[src/rtl/image_ds_pkg.sv]
// ============================================================================
//  Module      : image_ds_pkg
//  Description : Shared phase encodings, requester IDs and default widths for
//                the image down-sampling datapath.
//  Revision    : 1.0 - initial release
// ============================================================================
`default_nettype none

package image_ds_pkg;

    localparam int c_addr_w = 20;
    localparam int c_data_w = 8;

    typedef enum logic [1:0] {
        PH_LOAD = 2'd0,
        PH_CALC = 2'd1,
        PH_DUMP = 2'd2
    } phase_e;

    localparam logic REQ_UART = 1'b0;
    localparam logic REQ_CALC = 1'b1;

endpackage

`default_nettype wire

[src/rtl/rd_tag_pipe.sv]
// ============================================================================
//  Module      : rd_tag_pipe
//  Description : RD_LAT-deep {valid, owner} shift register that steers RAM read
//                returns to the requester that issued them.
//  Revision    : 1.0 - initial release
// ============================================================================
`default_nettype none

module rd_tag_pipe
    import image_ds_pkg::*;
#(
    parameter int RD_LAT = 2
) (
    input  logic clk,
    input  logic rst_n,
    input  logic i_push,
    input  logic i_owner,
    output logic o_rvalid_uart,
    output logic o_rvalid_calc,
    output logic o_empty
);

    logic [RD_LAT-1:0] r_vld;
    logic [RD_LAT-1:0] r_own;
    logic              w_busy;

    generate
        if (RD_LAT == 1) begin : g_lat1
            always_ff @(posedge clk or negedge rst_n) begin
                if (!rst_n) begin
                    r_vld <= 1'b0;
                    r_own <= 1'b0;
                end else begin
                    r_vld <= i_push;
                    r_own <= i_owner;
                end
            end
            assign w_busy = 1'b0;
        end else begin : g_latn
            always_ff @(posedge clk or negedge rst_n) begin
                if (!rst_n) begin
                    r_vld <= '0;
                    r_own <= '0;
                end else begin
                    r_vld <= {r_vld[RD_LAT-2:0], i_push};
                    r_own <= {r_own[RD_LAT-2:0], i_owner};
                end
            end
            // The tag in the last stage is being delivered this cycle, so it no longer counts as in flight.
            assign w_busy = |r_vld[RD_LAT-2:0];
        end
    endgenerate

    assign o_rvalid_uart = r_vld[RD_LAT-1] & (r_own[RD_LAT-1] == REQ_UART);
    assign o_rvalid_calc = r_vld[RD_LAT-1] & (r_own[RD_LAT-1] == REQ_CALC);
    assign o_empty       = ~i_push & ~w_busy;

endmodule

`default_nettype wire

[src/rtl/image_ram_arbiter.sv]
// ============================================================================
//  Module      : image_ram_arbiter
//  Description : Phase-sequenced round-robin arbiter sharing the single-port
//                image RAM between the UART loader/dumper and the compute engine.
//                Optional grant counters: define IMAGE_RAM_ARB_STAT_EN.
//  Revision    : 1.0 - initial release
// ============================================================================
`default_nettype none

module image_ram_arbiter
    import image_ds_pkg::*;
#(
    parameter int ADDR_W = c_addr_w,
    parameter int DATA_W = c_data_w,
    parameter int RD_LAT = 2
) (
    input  logic              clk,
    input  logic              rst_n,
    input  logic              start_calculation,
    input  logic              finish,
    input  logic              dump_done,
    output logic [1:0]        phase,
    input  logic              uart_req,
    input  logic              uart_we,
    input  logic [ADDR_W-1:0] uart_addr,
    input  logic [DATA_W-1:0] uart_wdata,
    output logic              uart_gnt,
    output logic              uart_rvalid,
    input  logic              calc_req,
    input  logic              calc_we,
    input  logic [ADDR_W-1:0] calc_addr,
    input  logic [DATA_W-1:0] calc_wdata,
    output logic              calc_gnt,
    output logic              calc_rvalid,
    output logic [DATA_W-1:0] rdata,
    output logic              ram_en,
    output logic              ram_we,
    output logic [ADDR_W-1:0] ram_addr,
    output logic [DATA_W-1:0] ram_wdata,
    input  logic [DATA_W-1:0] ram_rdata,
    output logic              blocked,
    output logic [15:0]       stat_uart_cnt,
    output logic [15:0]       stat_calc_cnt
);

    phase_e              r_phase;
    phase_e              w_phase_nxt;
    logic                r_ptr;
    logic                r_uart_gnt;
    logic                r_calc_gnt;
    logic                r_ram_en;
    logic                r_ram_we;
    logic [ADDR_W-1:0]   r_ram_addr;
    logic [DATA_W-1:0]   r_ram_wdata;
    logic                r_blocked;

    logic                w_ok_uart;
    logic                w_ok_calc;
    logic                w_elig_uart;
    logic                w_elig_calc;
    logic                w_gnt_uart;
    logic                w_gnt_calc;
    logic                w_any_gnt;
    logic                w_pipe_empty;
    logic                w_idle;
    logic                w_rd_push;

    assign w_ok_uart   = (r_phase != PH_CALC);
    assign w_ok_calc   = (r_phase == PH_CALC);
    // Excluding the requester in its gnt cycle stops a still-held req from issuing twice.
    assign w_elig_uart = uart_req & w_ok_uart & ~r_uart_gnt;
    assign w_elig_calc = calc_req & w_ok_calc & ~r_calc_gnt;

    always_comb begin
        w_gnt_uart = 1'b0;
        w_gnt_calc = 1'b0;
        if (w_elig_uart && w_elig_calc) begin
            if (r_ptr == REQ_UART) w_gnt_uart = 1'b1;
            else                   w_gnt_calc = 1'b1;
        end else begin
            w_gnt_uart = w_elig_uart;
            w_gnt_calc = w_elig_calc;
        end
    end

    assign w_any_gnt = w_gnt_uart | w_gnt_calc;
    assign w_idle    = w_pipe_empty & ~w_any_gnt;

    always_comb begin
        w_phase_nxt = r_phase;
        if (w_idle) begin
            case (r_phase)
                PH_LOAD: if (start_calculation) w_phase_nxt = PH_CALC;
                PH_CALC: if (finish)            w_phase_nxt = PH_DUMP;
                PH_DUMP: if (dump_done)         w_phase_nxt = PH_LOAD;
                default:                        w_phase_nxt = PH_LOAD;
            endcase
        end
    end

    always_ff @(posedge clk or negedge rst_n) begin
        if (!rst_n) begin
            r_phase     <= PH_LOAD;
            r_ptr       <= REQ_UART;
            r_uart_gnt  <= 1'b0;
            r_calc_gnt  <= 1'b0;
            r_ram_en    <= 1'b0;
            r_ram_we    <= 1'b0;
            r_ram_addr  <= '0;
            r_ram_wdata <= '0;
            r_blocked   <= 1'b0;
        end else begin
            r_phase    <= w_phase_nxt;
            r_uart_gnt <= w_gnt_uart;
            r_calc_gnt <= w_gnt_calc;
            r_ram_en   <= w_any_gnt;
            r_ram_we   <= (w_gnt_uart & uart_we) | (w_gnt_calc & calc_we);
            r_blocked  <= (uart_req & ~w_ok_uart) | (calc_req & ~w_ok_calc);
            if (w_any_gnt) begin
                r_ram_addr <= w_gnt_uart ? uart_addr : calc_addr;
                r_ptr      <= w_gnt_uart ? REQ_CALC : REQ_UART;
            end
            if (w_gnt_uart && uart_we) begin
                r_ram_wdata <= uart_wdata;
            end else if (w_gnt_calc && calc_we) begin
                r_ram_wdata <= calc_wdata;
            end
        end
    end

    assign w_rd_push = r_ram_en & ~r_ram_we;

    rd_tag_pipe #(
        .RD_LAT (RD_LAT)
    ) u_tag_pipe (
        .clk           (clk),
        .rst_n         (rst_n),
        .i_push        (w_rd_push),
        .i_owner       (r_calc_gnt),
        .o_rvalid_uart (uart_rvalid),
        .o_rvalid_calc (calc_rvalid),
        .o_empty       (w_pipe_empty)
    );

`ifdef IMAGE_RAM_ARB_STAT_EN
    logic [15:0] r_stat_uart;
    logic [15:0] r_stat_calc;
    logic        w_load_entry;

    assign w_load_entry = (r_phase != PH_LOAD) && (w_phase_nxt == PH_LOAD);

    always_ff @(posedge clk or negedge rst_n) begin
        if (!rst_n) begin
            r_stat_uart <= '0;
            r_stat_calc <= '0;
        end else if (w_load_entry) begin
            r_stat_uart <= '0;
            r_stat_calc <= '0;
        end else begin
            if (w_gnt_uart && (r_stat_uart != 16'hFFFF)) r_stat_uart <= r_stat_uart + 16'd1;
            if (w_gnt_calc && (r_stat_calc != 16'hFFFF)) r_stat_calc <= r_stat_calc + 16'd1;
        end
    end

    assign stat_uart_cnt = r_stat_uart;
    assign stat_calc_cnt = r_stat_calc;
`else
    assign stat_uart_cnt = 16'd0;
    assign stat_calc_cnt = 16'd0;
`endif

    assign phase     = r_phase;
    assign uart_gnt  = r_uart_gnt;
    assign calc_gnt  = r_calc_gnt;
    assign ram_en    = r_ram_en;
    assign ram_we    = r_ram_we;
    assign ram_addr  = r_ram_addr;
    assign ram_wdata = r_ram_wdata;
    assign blocked   = r_blocked;
    assign rdata     = ram_rdata;

endmodule

`default_nettype wire
[config.mk]
export PLATFORM = sky130hd
export DESIGN_NAME = image_ram_arbiter
export DESIGN_NICKNAME = d
export VERILOG_FILES = /design/src/rtl/image_ds_pkg.sv /design/src/rtl/rd_tag_pipe.sv /design/src/rtl/image_ram_arbiter.sv
export SDC_FILE = /design/constraint.sdc
export NUM_CORES = 1
export LEC_CHECK = 0
export CORE_MARGIN = 2
export CORE_UTILIZATION = 35
export DETAILED_ROUTE_END_ITERATION = 6
export HOLD_SLACK_MARGIN = 0.06
export PLACE_DENSITY = 0.85
export SYNTH_ARGS = -nofsm -noshare
export SYNTH_HDL_FRONTEND = slang
export SYNTH_SLANG_ARGS = --single-unit
[constraint.sdc]
create_clock -name clk -period 1.95 [get_ports clk]
set_clock_uncertainty 0.2 [all_clocks]
set_input_delay 0.195 -clock clk [delete_from_list [all_inputs] [get_ports clk]]
set_output_delay 0.195 -clock clk [all_outputs]
set_load 0.05 [all_outputs]
==> summary.txt, run 1 <==
Run status
  – Status: finished, final reports clean

STA
  – Pins Over Slew Limit: 0
  – RSZ-0062 raised after global routing: no
  – Worst hold margin: ~0.15 ns
  – FMAX: 534 MHz
  – Final period util: between 90% and 100%
  – Slew HR: between 60% and 70%
  – Post-layout min period: 1.87 ns
  – Final Hold Vio Count: 0
  – Least-Margin Pin Slew: approximately 0.54 ns
  – Final count of negative-setup-slack endpoints: 0

Critical path
  – Critical path launch point type: flop
  – CP top delay family: buffers and inverters
  – Reg-to-reg critical path endpoint: ram_wdata[1]
  – Worst reg2reg startpoint: phase[1]
  – CP Max Fanout: 2
  – Worst Path Arrival: 1.48 ns
  – Worst Path Buf+Inv: 1
  – Worst Reg-to-Reg Cells: 4
  – Critical path capture point type: primary output
  – Reg2Reg Setup Slack: 0.13 ns
  – Slowest-stage cell, CP: clkdlybuf4s50_1
  – Crit path cell chain: clkdlybuf4s50_1
  – Worst EP required: ~1.6 ns
  – Critical Path Max Stage Delay: roughly 0.81 ns
  – Kind of critical path: flop to primary output

Yosys
  – Yosys top cell by area: dfrtp_1
  – Async S/R FF share, synth: 100%
  – Count leader, synth: buf_4
  – Primary FF master, synth: dfrtp_1
  – Top cells by count, synth: 42 x buf_4, 39 x dfrtp_1, 26 x nand2_1, 20 x mux2i_1, 20 x o21ai_0
  – Synth Cell Area: ~0.0021 mm^2
  – YS warnings: 0
  – Post-Syn Area per Cell: about 11 um^2
  – Synth top area cells: dfrtp_1 46%, buf_4 15%, mux2_4 11%, mux2i_1 9.5%, o21ai_0 4.7%
  – Register area share after synthesis: approximately 46%
  – Post-synth cell types: 25
  – Number of flops mapped to enable cells by yosys: 0
  – Cell count after synthesis: approximately 190
  – FF+latch count, synth: 39
  – Synth top area share: 46.3%

Placed design
  – DP HPWL: around 3700 um
  – Placer Congestion: ~0.73
  – IO Port Bufs: between 100 and 150

Detailed routing
  – Met3 wire length: just under 500 um
  – Final ANT Viol Nets: 0
  – Routed vias: 1574
  – Initial DRC Count: 50
  – Routed wire length: about 4600 um
  – Max Used Layer: met4
  – WL met1: approximately 1800 um
  – # DRC: 0
  – Detail Route met2 WL: between 2000 and 2500 um
  – Drt first pass iters: 4
  – WL per Instance: approximately 12 um
  – Vias/cell: about 4.3

Global routing
  – Gr usage total: between 10 and 15%
  – Largest net degree at the start of global routing: 23
  – Number of global-route vias before repair: about 1600
  – GRT overflow: 0
  – Antenna violations before repair: 0
  – First-pass GRT wire length: between 7000 and 8000 um

Final layout
  – N_diodes: 0
  – Filler cell count in the final layout: about 560
  – Register area: just under 0.001 mm^2
  – Multi-input logic area: 906 um^2
  – Area grow syn2layout: 49.0%
  – Share of layout cells above drive strength 1: between 10% and 20%
  – Nets@finish: approximately 360

Die
  – Initial core utilization: 35.8%
  – Die Span Y: 81.6 um
  – Die W: roughly 82 um
  – Core area: approximately 0.0059 mm^2
  – Die area: about 0.0067 mm^2
  – Num rows: 28
  – IO Pins: 150

Power
  – Peak VDD IR: about 800 uV
  – Pwr Density: between 1500 and 2000 mW/mm^2
  – Power Total: about 5.4 mW
  – Lkg Pwr: ~1.5 nW

Clock network
  – CTS sink cnt: 39
  – Clock-pin slew on the worst setup and hold paths: about 0.070 ns
  – Clock root cell: clkbuf_8
  – Worst-skew pair later-pin latency: ~0.28 ns
  – CTS max path bufs: 2
  – CTS buffer count: 5
  – H-tree levels: 2
  – TritonCTS clock tree: built

Min path
  – Hold endpoint: u_tag_pipe.r_own[1]
  – Hold path depth: 0
  – HP Start: u_tag_pipe.r_own[0]
  – Worst hold path class: flop to flop

Job
  – Max-cap violations: 0
[final cells by class]
cell class | instances | area share (%)
clock buffers | 7 | 2.75
clock inverters | 1 | 0.159
inverters | 3 | 0.358
multi-input cells | 131 | 28.8
flip-flops and latches | 39 | 31.2
well taps | 75 | 2.99
repair buffers | 110 | 33.8
[flip-flops by register name (all words and copies together), names as in the netlist, 2 cells and up]
| register | cells |
|---|---|
| ram_wdata | 8 |
| ram_addr | 20 |
| u_tag_pipe.r_own | 2 |
| u_tag_pipe.r_vld | 2 |
| phase | 2 |
[layout by cell type (no fill, tap or decap), types with 2 or more instances in the layout]
cell and count:
conb_1 32, buf_4 14, o21ai_0 20, mux2i_1 20, clkdlybuf4s50_1 94, dfrtp_1 36, dfrtp_2 3, nor2_1 3
nor2b_1 2, mux2_4 16, inv_1 2, nand2_1 26, clkbuf_8 6
[metrics by stage]
stage	utilization (%)	area [um^2]	setup WS (ns)	setup TNS (ns)	instances
floorplan	-	2230	0.0402	0	219
global placement	51.7	3040	-0.0229	-0.171	357
detailed placement	51.7	3040	-0.0372	-0.145	357
CTS	53.4	3140	0.0651	0	366
global route	53.4	3140	0.0319	0	366
finish	53.4	3140	0.0770	0	366
[what timing repair did]
| action | CTS | global route |
|---|---|---|
| buffers inserted | 0 | 0 |
| resized for setup | 0 | 0 |
| hold endpoints to repair | 20 | 0 |
| hold buffers | 1 | 0 |
[cell families after synthesis]
family                 after synthesis  share of synthesized area, %
AO/OA/AOI/OAI                       24                          6.94
other                                1                         0.178
AND/OR/NAND/NOR                     39                          9.43
multiplexers                        36                          20.9
flip-flops                          39                          46.3
buffers and inverters               49                          16.3
[report_power, final]
group | internal (mW) | leakage (nW) | switching, mW | total (mW)
logic | 1.29 | 1.01 | 2.13 | 3.43
registers | 1.20 | 0.477 | 0.218 | 1.42
clock network | 0.285 | 0.0482 | 0.268 | 0.553
total | 2.78 | 1.54 | 2.62 | 5.40
[routing by layer]
| layer | track usage (%) | up-vias |
|---|---|---|
| met5 | 0 | - |
| met4 | 4.33 | 0 |
| met1 | 15.8 | 727 |
| met2 | 25.7 | 86 |
| li1 | - | 756 |
| met3 | 5.71 | 5 |
[worst max path at each step]
| stage | slack, ns | to | depth (start not counted) | from |
|---|---|---|---|---|
| after floorplan | 0.04 | ram_wdata[0] | 4 | phase[1] |
| after global placement | -0.02 | ram_wdata[2] | 5 | calc_req |
| after detailed placement | -0.04 | ram_wdata[1] | 5 | calc_req |
| after CTS | 0.07 | ram_wdata[1] | 1 | ram_wdata[1] |
| after global routing | 0.03 | ram_wdata[1] | 1 | ram_wdata[1] |
| final | 0.08 | ram_wdata[1] | 1 | ram_wdata[1] |
No activity file was read; power rests on OpenSTA's default activity.
==> inputs of run 2 (changes only) <==
- GPL_TIMING_DRIVEN: default -> 0
==> run 2 against run 1 <==
Against the previous run:
- wire length up 12%
- total power up 7.0%
- worst hold slack worse by 0.0025 ns
- largest power group unchanged
- fmax down 1.3%
- critical path type unchanged
==> summary.txt, run 2 (synthesis results as in run 1) <==
Die
  – Core area: about 0.0059 mm^2
  – Initial core utilization: between 30% and 40%
  – Die W: between 80 and 90 um
  – Die area: between 0.006 and 0.007 mm^2
  – Die Span Y: around 82 um
  – IO Pins: 150
  – Num rows: 28

Clock network
  – CTS max path bufs: 2
  – CTS buffer count: 5
  – H-tree levels: 2
  – Setup Fix Bufs, Post-CTS: 0
  – TritonCTS clock tree: built
  – Clock root cell: clkbuf_8
  – Clock-pin slew on the worst setup and hold paths: 0.07 ns
  – Worst-skew pair later-pin latency: 0.29 ns
  – CTS sink cnt: 39

Critical path
  – CP top delay family: buffers and inverters
  – Slowest-stage cell, CP: clkdlybuf4s50_1
  – Critical path capture point type: primary output
  – Critical path launch point type: flop
  – Critical Path Max Stage Delay: between 0.8 and 0.9 ns
  – CP Max Fanout: 6
  – Worst EP required: approximately 1.6 ns
  – Worst Path Buf+Inv: 1
  – Kind of critical path: flop to primary output
  – Crit path cell chain: clkdlybuf4s50_1
  – Worst Path Arrival: roughly 1.5 ns

STA
  – Post-layout min period: roughly 1.9 ns
  – Slew HR: between 40% and 50%
  – RSZ-0062 raised after global routing: no
  – Setup TNS: 0 ns
  – Final setup margin: 0.0529 ns
  – Pins Over Slew Limit: 0
  – Worst hold margin: ~0.15 ns
  – FMAX: between 500 and 600 MHz
  – Final Hold Vio Count: 0
  – Final period util: between 90% and 100%
  – Final count of negative-setup-slack endpoints: 0
  – Least-Margin Pin Slew: ~0.87 ns

Job
  – Max-cap violations: 0

Global routing
  – Number of global-route vias before repair: between 1500 and 2000
  – GRT overflow: 0
  – Antenna violations before repair: 0
  – Gr usage total: approximately 16%
  – First-pass GRT wire length: about 8000 um
  – Largest net degree at the start of global routing: 40

Detailed routing
  – Routed wire length: 5120 um
  – # DRC: 0
  – WL per Instance: 12.4 um
  – Drt first pass iters: 4
  – Vias/cell: 4.22
  – Routed vias: around 1700
  – Final ANT Viol Nets: 0
  – Initial DRC Count: 22

Final layout
  – Share of layout cells above drive strength 1: 23.7%
  – Nets@finish: ~400
  – Most frequent cells in the layout: 105 x clkdlybuf4s50_1, 42 x buf_4, 36 x dfrtp_1
  – N_diodes: 0
  – Commonest non-fill, non-tap cell in the layout: clkdlybuf4s50_1
  – Area grow syn2layout: 68.9%
  – Max FFs per register: 20

Power
  – Sequential Power Share: 24.5%
  – Net Switching: around 2.7 mW
  – Power Total: about 5.8 mW
  – Clock share of power: 13.7%
  – Lkg Pwr: about 1.8 nW
  – Internal: around 3.1 mW
  – Pwr Density: roughly 1600 mW/mm^2
  – Sw frac: a little under half
  – Peak VDD IR: approximately 1000 uV
  – Gate power share: 61.8%

Min path
  – Worst hold path class: flop to flop

Placed design
  – DP HPWL: between 4000 and 5000 um
  – IO Port Bufs: roughly 110
  – Pre-CTS setup slack: -0.109 ns
  – Placer Congestion: around 0.77

Run status
  – Status: finished, final reports clean
==> run 2: cell count changes in the layout (fill, tap and decap cells not counted), sizes merged <==
cell           delta
buf              +30
bufinv            +2
clkdlybuf4s50    +11
clkinv            -1
clkinvlp          +1
dlygate4sd2       +1
dlymetal6s2s      +2
==> run 2: path summary, 6_finish.rpt <==
path,from,to,slack (ns),depth (start not counted)
hold reg to reg,u_tag_pipe.r_own[0],u_tag_pipe.r_own[1],0.15,0
min in group asynchronous,rst_n,ram_wdata[6],0.36,2
max in group asynchronous,rst_n,phase[0],0.59,2
hold / removal,u_tag_pipe.r_own[0],u_tag_pipe.r_own[1],0.15,0
setup / recovery,phase[1],phase[1],0.05,1
setup reg to reg,phase[1],ram_wdata[3],0.11,4
==> run 2: final cells by class <==
| cell class | count | area (um^2) |
|---|---|---|
| tap | 75 | 93.8 |
| multi-input combinational | 131 | 906 |
| fill | 491 | 2320 |
| clock buffer | 5 | 68.8 |
| timing repair buffer | 110 | 1100 |
| clock inverter | 3 | 67.6 |
| buffer | 46 | 335 |
| inverter | 3 | 11.3 |
| sequential | 39 | 980 |
==> run 2: worst reg2reg max path: cells and delay by family, from the launching register on <==
| kind | cells | cell delay (ns) |
|---|---|---|
| AND/OR/NAND/NOR | 2 | 0.52 |
| flip-flops | 1 | 0.44 |
| multiplexers | 2 | 0.58 |
==> run 2: power groups by stage <==
| stage | Clock, mW | Combinational (mW) | Sequential (mW) |
|---|---|---|---|
| after floorplan | 0 | 1.25 | 2.62 |
| after global placement | 0 | 3.52 | 1.40 |
| after detailed placement | 0 | 3.59 | 1.43 |
| after CTS | 0.817 | 3.60 | 1.42 |
| after global routing | 0.851 | 3.77 | 1.46 |
| final | 0.792 | 3.57 | 1.41 |
==> run 2: layer usage <==
metal	wire length, um	vias to the layer above	global-route usage [%]
li1	-	852	-
met1	1940	788	17.5
met2	2520	94	26.9
met3	608	6	5.27
met4	54	0	6.17
met5	0	-	0
==> run 2: through the flow <==
step / cells / util, % / area (um^2)
6_report: 412 / 60.5 / 3560
4_1_cts: 412 / 60.4 / 3550
3_3_place_gp: 403 / 58.0 / 3410
3_5_place_dp: 403 / 57.9 / 3410
2_1_floorplan: 219 / - / 2230
5_1_grt: 412 / 60.5 / 3560
==> run 2: what timing repair did <==
action | CTS | global route
cloned | 0 | 0
hold endpoints to repair | 39 | 0
resized for setup | 1 | 6
hold buffers | 1 | 0
endpoints found under the setup margin | 1 | 22
==> inputs of run 3 (changes only) <==
- CORE_ASPECT_RATIO: default -> 0.8
- CTS_CLUSTER_DIAMETER: default -> 100
- HOLD_SLACK_MARGIN: 0.06 -> 0.08
==> run 3 against run 2 <==
Against the previous run:
- register-to-register slack hardly changed
- global-route usage shrank 0.056 points
- non-clock buffer count unchanged
- total power down 4.2%
- first-iteration DRC count rose to 3.5 times the previous value
- sequential share of layout area up 0.26 points
- final cell count is 1.5% higher
- critical path type unchanged
- largest cell class unchanged
- largest power group unchanged
==> summary.txt, run 3 (synthesis results as in run 1) <==
Run status
  – Status: finished, final reports clean

STA
  – Post-layout min period: around 1.9 ns
  – Pins Over Slew Limit: 0
  – Final Hold Vio Count: 0
  – Final count of negative-setup-slack endpoints: 0
  – RSZ-0062 raised after global routing: no
  – Worst hold margin: approximately 0.15 ns
  – Setup TNS: 0 ns
  – Slew HR: between 40% and 50%
  – Least-Margin Pin Slew: just under 0.9 ns
  – FMAX: between 500 and 600 MHz
  – Final setup margin: about 0.041 ns
  – Final period util: ~98%

Detailed routing
  – Drt first pass iters: 4
  – Routed wire length: around 5000 um
  – # DRC: 0
  – WL per Instance: 12.1 um
  – Initial DRC Count: 76
  – Vias/cell: 4.07
  – Final ANT Viol Nets: 0
  – Routed vias: 1700

Final layout
  – Finished Cell Area: 0.00353 mm^2
  – N_diodes: 0
  – Fin cells: roughly 420
  – Layout Utilization: about three fifths
  – Most frequent cells in the layout: 105 x clkdlybuf4s50_1, 42 x buf_4, 36 x dfrtp_1
  – Commonest non-fill, non-tap cell in the layout: clkdlybuf4s50_1
  – Area grow syn2layout: 67.3%
  – Nets@finish: just over 400
  – Share of layout cells above drive strength 1: 23.1%
  – Max FFs per register: 20

Power
  – Pwr Density: between 1500 and 2000 mW/mm^2
  – Power Total: approximately 5.5 mW
  – Peak VDD IR: 650 uV
  – Lkg Pwr: about 1.8 nW

Critical path
  – Worst Reg-to-Reg Cells: 4
  – Crit path cell chain: clkdlybuf4s50_1
  – CP top delay family: buffers and inverters
  – Worst reg2reg startpoint: phase[1]
  – CP Max Fanout: 6
  – Critical path launch point type: flop
  – Critical Path Max Stage Delay: between 0.8 and 0.9 ns
  – Reg-to-reg critical path endpoint: ram_wdata[2]
  – Crit path launch: phase[1]
  – Worst Path Buf+Inv: 1
  – Reg2Reg Setup Slack: around 0.1 ns
  – Worst Path Arrival: between 1.5 and 2 ns
  – Critical path capture point type: primary output
  – Kind of critical path: flop to primary output
  – Worst EP required: ~1.6 ns
  – Slowest-stage cell, CP: clkdlybuf4s50_1

Global routing
  – First-pass GRT wire length: 7990 um
  – Gr usage total: 15.4%
  – GRT overflow: 0
  – Number of global-route vias before repair: around 1700
  – Largest net degree at the start of global routing: 40
  – Antenna violations before repair: 0

Clock network
  – TritonCTS clock tree: built
  – Worst-skew pair later-pin latency: between 0.2 and 0.3 ns
  – Setup Fix Bufs, Post-CTS: 0
  – CTS max path bufs: 2
  – CTS buffer count: 5
  – H-tree levels: 2
  – Clock root cell: clkbuf_8
  – Clock-pin slew on the worst setup and hold paths: approximately 0.07 ns
  – CTS sink cnt: 39

Placed design
  – Placer Congestion: 0.760
  – Placed cells: just over 400
  – Pre-CTS setup slack: -0.0605 ns
  – Dpl cell area: between 0.003 and 0.004 mm^2
  – DP HPWL: 4130 um
  – IO Port Bufs: ~110

Die
  – IO Pins: 150
  – Die W: 90.8 um
  – Core area: approximately 0.0059 mm^2
  – Initial core utilization: roughly 36%
  – Num rows: 25
  – Die area: 0.00667 mm^2
  – Die Span Y: ~73 um

Job
  – Max-cap violations: 0

Min path
  – Hold endpoint: u_tag_pipe.r_own[1]
  – Hold path depth: 0
  – HP Start: u_tag_pipe.r_own[0]
  – Worst hold path class: flop to flop
-- run 3: cell count changes in the layout (fill, tap and decap cells not counted) --
cell,before,now
clkbuf_8,5,7
bufinv_16,2,0
dlymetal6s2s_1,2,1
clkinvlp_4,1,0
dlygate4sd2_1,1,2
clkbuf_2,2,1
clkbuf_1,0,2
-- run 3: worst max path at each step --
stage | end | slack, ns | depth (start not counted)
finish | phase[1] | 0.04 | 1
global placement | calc_gnt | -0.63 | 1
floorplan | ram_wdata[0] | 0.04 | 4
detailed placement | ram_wdata[2] | -0.06 | 5
global route | phase[1] | 0.01 | 1
CTS | calc_rvalid | 0.006 | 2
-- run 3: timing repair --
action / in CTS / in global routing
resized for setup: 2 / 3
hold buffers: 1 / 0
endpoints found under the setup margin: 2 / 11
endpoints found under the hold margin: 39 / 0
-- run 3: final cells by class --
type	instances	area, um^2
inverters	3	11.3
plain buffers	46	334
multi-input cells	131	906
fillers	527	2350
clock buffers	8	100
repair buffers	110	1100
well taps	81	101
flip-flops and latches	39	980
-- run 3: report_power, final --
group | internal [mW] | switching, mW | total [mW]
logic | 1.34 | 2.20 | 3.53
registers | 1.20 | 0.214 | 1.41
clock network | 0.323 | 0.267 | 0.590
-- run 3: routing by layer --
metal  global-route usage, %  vias up  part of all wire [%]  wire (um)
met5                       0        -                     0          0
met3                    6.15        6                   8.5        429
met1                    16.3      769                    37       1880
met4                    4.88        0                   1.1         57
met2                    28.8       72                    53       2700
li1                        -      853                     -          -
